===== config.mk =====
export PLATFORM = sky130hd
export DESIGN_NAME = icache_refill_ctrl
export DESIGN_NICKNAME = d
export VERILOG_FILES = /design/src/rtl/icache_refill_ctrl.sv
export SDC_FILE = /design/constraint.sdc
export NUM_CORES = 1
export LEC_CHECK = 0
export ABC_AREA = 1
export BUFFER_PORTS_ARGS = -buffer_cell sky130_fd_sc_hd__buf_2
export CAP_MARGIN = 20
export CORE_ASPECT_RATIO = 1.5
export CORE_MARGIN = 2
export CORE_UTILIZATION = 55
export DETAILED_ROUTE_END_ITERATION = 16
export GPL_TIMING_DRIVEN = 0
export PLACE_DENSITY = 0.84
export SYNTH_ARGS = -nofsm -noshare
export SYNTH_HDL_FRONTEND = slang
export SYNTH_SLANG_ARGS = --single-unit
export TNS_END_PERCENT = 10

===== constraint.sdc =====
create_clock -name clk_i -period 7.8 [get_ports clk_i]
set_input_delay 1.56 -clock clk_i [delete_from_list [all_inputs] [get_ports clk_i]]
set_output_delay 1.56 -clock clk_i [all_outputs]
set_load 0.05 [all_outputs]

===== src/rtl/icache_refill_ctrl.sv =====
// Instruction-cache miss/refill sequencer: one line read, beat assembly,
// per-set round-robin victim selection and a single array write.
module icache_refill_ctrl #(
    parameter int PLEN       = 32,
    parameter int LINE_WIDTH = 256,
    parameter int SET_ASSOC  = 4,
    parameter int NUM_SETS   = 64,
    parameter int MEM_DW     = 64,
    localparam int BEATS     = LINE_WIDTH / MEM_DW,
    localparam int OFFSET_W  = $clog2(LINE_WIDTH / 8),
    localparam int INDEX_W   = $clog2(NUM_SETS),
    localparam int TAG_W     = PLEN - INDEX_W - OFFSET_W,
    localparam int WAY_W     = $clog2(SET_ASSOC)
) (
    input  logic                  clk_i,
    input  logic                  rst_i,
    input  logic                  flush_i,
    input  logic                  miss_valid_i,
    output logic                  miss_ready_o,
    input  logic [PLEN-1:0]       miss_paddr_i,
    output logic                  mem_req_valid_o,
    input  logic                  mem_req_ready_i,
    output logic [PLEN-1:0]       mem_req_addr_o,
    input  logic                  mem_rsp_valid_i,
    input  logic [MEM_DW-1:0]     mem_rsp_data_i,
    output logic                  wr_en_o,
    output logic [SET_ASSOC-1:0]  wr_way_o,
    output logic [INDEX_W-1:0]    wr_index_o,
    output logic [TAG_W-1:0]      wr_tag_o,
    output logic [LINE_WIDTH-1:0] wr_data_o,
    output logic                  refill_done_o,
    output logic                  busy_o
);

    localparam int CNT_W = (BEATS > 1) ? $clog2(BEATS) : 1;
    localparam logic [CNT_W-1:0] LAST = CNT_W'(BEATS - 1);

    typedef enum logic [2:0] {IDLE, REQ, RESP, DRAIN, WRITE} state_e;

    state_e                state_q, state_d;
    logic [TAG_W-1:0]      tag_q;
    logic [INDEX_W-1:0]    index_q;
    logic [CNT_W-1:0]      cnt_q;
    logic [LINE_WIDTH-1:0] line_q;
    logic [WAY_W-1:0]      ptr_q [NUM_SETS];
    logic                  last_beat;
    logic                  accept;
    logic                  unused_offset;

    assign accept        = (state_q == IDLE) && miss_valid_i && !flush_i;
    assign last_beat     = mem_rsp_valid_i && (cnt_q == LAST);
    assign unused_offset = ^miss_paddr_i[OFFSET_W-1:0];

    always_ff @(posedge clk_i) begin
        if (rst_i) begin
            state_q <= IDLE;
            tag_q   <= '0;
            index_q <= '0;
            cnt_q   <= '0;
            line_q  <= '0;
            for (int s = 0; s < NUM_SETS; s++) ptr_q[s] <= '0;
        end else begin
            state_q <= state_d;
            if (accept) begin
                tag_q   <= miss_paddr_i[PLEN-1 -: TAG_W];
                index_q <= miss_paddr_i[OFFSET_W +: INDEX_W];
                cnt_q   <= '0;
            end
            // Aborted refills keep counting so the bus is fully drained
            if ((state_q == RESP || state_q == DRAIN) && mem_rsp_valid_i) begin
                cnt_q <= last_beat ? '0 : cnt_q + CNT_W'(1);
                if (state_q == RESP) begin
                    for (int b = 0; b < BEATS; b++)
                        if (cnt_q == CNT_W'(b))
                            line_q[b*MEM_DW +: MEM_DW] <= mem_rsp_data_i;
                end
            end
            if (state_q == WRITE) ptr_q[index_q] <= ptr_q[index_q] + WAY_W'(1);
        end
    end

    always_comb begin
        state_d = state_q;
        unique case (state_q)
            IDLE:  if (accept) state_d = REQ;
            REQ: begin
                if (flush_i)              state_d = mem_req_ready_i ? DRAIN : IDLE;
                else if (mem_req_ready_i) state_d = RESP;
            end
            RESP: begin
                if (flush_i)        state_d = last_beat ? IDLE : DRAIN;
                else if (last_beat) state_d = WRITE;
            end
            DRAIN: if (last_beat) state_d = IDLE;
            WRITE: state_d = IDLE;
            default: state_d = IDLE;
        endcase
    end

    always_comb begin
        miss_ready_o    = 1'b0;
        mem_req_valid_o = 1'b0;
        mem_req_addr_o  = '0;
        wr_en_o         = 1'b0;
        refill_done_o   = 1'b0;
        wr_way_o        = '0;
        wr_index_o      = '0;
        wr_tag_o        = '0;
        wr_data_o       = '0;
        busy_o          = (state_q != IDLE);
        unique case (state_q)
            IDLE: miss_ready_o = 1'b1;
            REQ: begin
                mem_req_valid_o = 1'b1;
                mem_req_addr_o  = {tag_q, index_q, {OFFSET_W{1'b0}}};
            end
            WRITE: begin
                wr_en_o       = 1'b1;
                refill_done_o = 1'b1;
                wr_way_o      = SET_ASSOC'(1) << ptr_q[index_q];
                wr_index_o    = index_q;
                wr_tag_o      = tag_q;
                wr_data_o     = line_q;
            end
            default: ;
        endcase
    end

    a_rsp_protocol: assert property (@(posedge clk_i) disable iff (rst_i)
        !(mem_rsp_valid_i &&
          (state_q == IDLE || state_q == REQ || state_q == WRITE)));

endmodule


==> flow_summary.toml <==
[placement]
port_buffers = 415
hpwlAfterDp_um = 50000
place_congestion = 0.998
place_area_um2 = 21000

[sta]
fin_crit_ps = 5230
rsz0062_at_grt = "no"
relSlewSlack = 0.285
worst_pin_slew_ps = 1060
setup_viol = 0
fin_crit_sh = 0.671
final_hold_viol_count = 0
slew_viol_final = 0
tns_ps = 0
clock_skew_ps = 17.5
max_freq_mhz = 191

[logic_synthesis]
ys_warn_count = 0
yosysUniqueCellTypes = 26
syn-cell-area_um2 = 18400
syn_inst = 2391
synth_area_per_cell_um2 = 7.69
synth-seq-cells = 422
synth_seq_area_share = 0.529

[final_layout]
fillCellCount = 2750
drive_gt1_frac = 0.190
fin_area_um2 = 22300
multi_input_area_um2 = 6700
area_growth_pct = 21.5
nNetsFinal = 2961
regArea_um2 = 9730

[floorplan]
io_pins = 426
die_h_um = 228
die_x_um = 153
rows = 82
die_area_um2 = 34900
initial_utilization = 0.555
core_area_um2 = 33100

[clock_network]
ctsResizeCount = 0
clock_path_buffers = 3
post_cts_buffers = 0
holdBufCountCts = 0
cts.sinks = 422
clk_latency_ps = 560
path_clk_slew_ps = 70
cts_tree = "built"
cts_made_buffers = 39
cts_root_buf = "clkbuf_16"
cts-htree-levels = 2

[global_route]
grt_antenna_before_repair = 2
grt.met2_usage = 0.646
grt_max_degree = 17
grt.total_usage = 0.365
first_global_vias = 18100
overflow = 0
busiest_layer = "met2"
use_met3 = 0.0868
grt_util_met1 = 0.379
grt_first_pass_wirelength_um = 98700

[detailed_routing]
first_iter_violations = 1937
totalWireLength_um = 65900
viasPerCell = 5.62
drtPass1Iterations = 6
route.detailed.wl_per_inst_um = 20.0
drcViolationCount = 0
vias = 18600
antenna_left = 0

[power]
p_clk_frac = 0.370
swShare = 0.312
ir_drop_mv = 0.163
switching_power_uw = 1680
combPwrFrac = 0.190
p_seq_frac = 0.440
p_per_area_nw_per_um2 = 241
p_int_uw = 3710
leakagePower_uw = 0.00919

[worst_setup_path]
cp_data_arrival_time_ps = 3670
cp.required_ps = 6240
worst_r2r_path_depth = 14
rr_endpoint = "ptr_q[52][1]"
cp-endpoint = "wr_way_o[3]"
path_max_fanout = 11
start_kind = "flop"
slowest_delay_ps = 700
path_cells = "buf_2 > clkbuf_1 > nand3_1 > nand2_1 > nand2_1 > nand3_1 > nand3_1 > nand2_1 > buf_2 > ha_1 > inv_1 > nor2_1 > buf_2"
worst-r2r-setup-slack_ps = 3720
worst-setup-path-type = "flop to output port"
critPathCaptureType = "output port"
cpMaxStageDelayCell = "clkbuf_1"

[worst_hold_path]
hp-class = "flop to flop"

[run]
drv_cap = 0

[run_status]
status = "finished, final reports clean"
## registers in the layout (all words and copies together), names as in the netlist, named ones only
signal,count
index_q,6
ptr_q,128
state_q,3
cnt_q,2
line_q,256
tag_q,21
## how the worst min path moves through the flow
stage                     start     endpoint  slack, ps  cells past startpoint
detailed placement   line_q[44]   line_q[44]        440                      2
CTS                  line_q[44]   line_q[44]        450                      2
global route        line_q[177]  line_q[177]        470                      2
floorplan             line_q[0]    line_q[0]        430                      2
finish              line_q[131]  line_q[131]        450                      2
global placement    line_q[184]  line_q[184]        440                      2
## stage by stage
stage          setup slack (ps)  utilization  power (µW)  hold WS [ps]  cells
3_5_place_dp               3330        0.634        3410           443   3230
6_report                   2570        0.674        5390           453   3303
5_1_grt                    2470        0.674        5540           470   3303
3_3_place_gp               3390        0.634        3390           439   3230
4_1_cts                    2730        0.674        5360           453   3302
2_1_floorplan              3400            -        3040           430   2395
## power by group through the flow
stage	registers, µW	clock network (µW)	logic [µW]
6_report	2370	2000	1020
5_1_grt	2380	2070	1090
4_1_cts	2370	1990	998
3_5_place_dp	2420	0	992
3_3_place_gp	2420	0	976
2_1_floorplan	2410	0	634
## layout by cell type, fill, tap and decap left out, types with 12 or more instances in the layout
cell,n
o21ai_0,283
clkbuf_1,129
nor2_1,453
a21oi_1,288
inv_1,304
nor3_1,15
dfxtp_1,294
clkbuf_16,40
edfxtp_1,128
nand3_1,117
buf_2,451
nand2_1,296
buf_4,12
## per-layer routing
layer / wire length (µm) / vias up
met2: 33000 / 1094
met1: 21400 / 8592
li1: - / 8555
met3: 6490 / 317
met5: 0 / -
met4: 5090 / 0
## cell usage after synthesis
master,number,share of area
clkbuf_1,121,0.025
nor3_1,15,0.0041
buf_4,12,0.0049
nor3_2,1,0.00054
buf_1,8,0.0016
ha_1,8,0.0054
inv_2,5,0.0010
nand2_1,296,0.060
conb_1,1,0.00020
nand2_2,1,0.00034
nand4_1,1,0.00034
nor4_2,1,0.00068
nor4_1,1,0.00034
a21oi_1,288,0.078
edfxtp_1,128,0.21
nor2_2,1,0.00034
buf_6,5,0.0031
dfxtp_1,294,0.32
o21ai_0,283,0.077
inv_1,304,0.062
nor2_1,453,0.092
nand3_1,117,0.032
nand3b_1,1,0.00041
buf_2,36,0.0098
a21o_1,1,0.00041
nor4_4,9,0.010
## critical path, delay by kind of cell, from the launching register on
kind / cells / cell delay (ps)
buffers and inverters: 5 / 1660
and+or+nand+nor: 7 / 950
DFF: 1 / 310
adders and majority gates: 1 / 210
## cells by family after synthesis
kind of cell	synth area share
other cells	0.000204
flops	0.529
buf+inv	0.107
fa+ha+maj	0.00544
simple gates	0.202
compound gates	0.156
## final cells by class
class	instances	area share
Multi-Input combinational cell	1482	0.300
Clock inverter	18	0.00947
Tap cell	420	0.0235
Timing Repair Buffer	415	0.0930
Buffer	182	0.0363
Clock buffer	54	0.0499
Sequential cell	422	0.436
Antenna cell	1	0.000112
Inverter	309	0.0519
(Power assumes the default switching activity.)
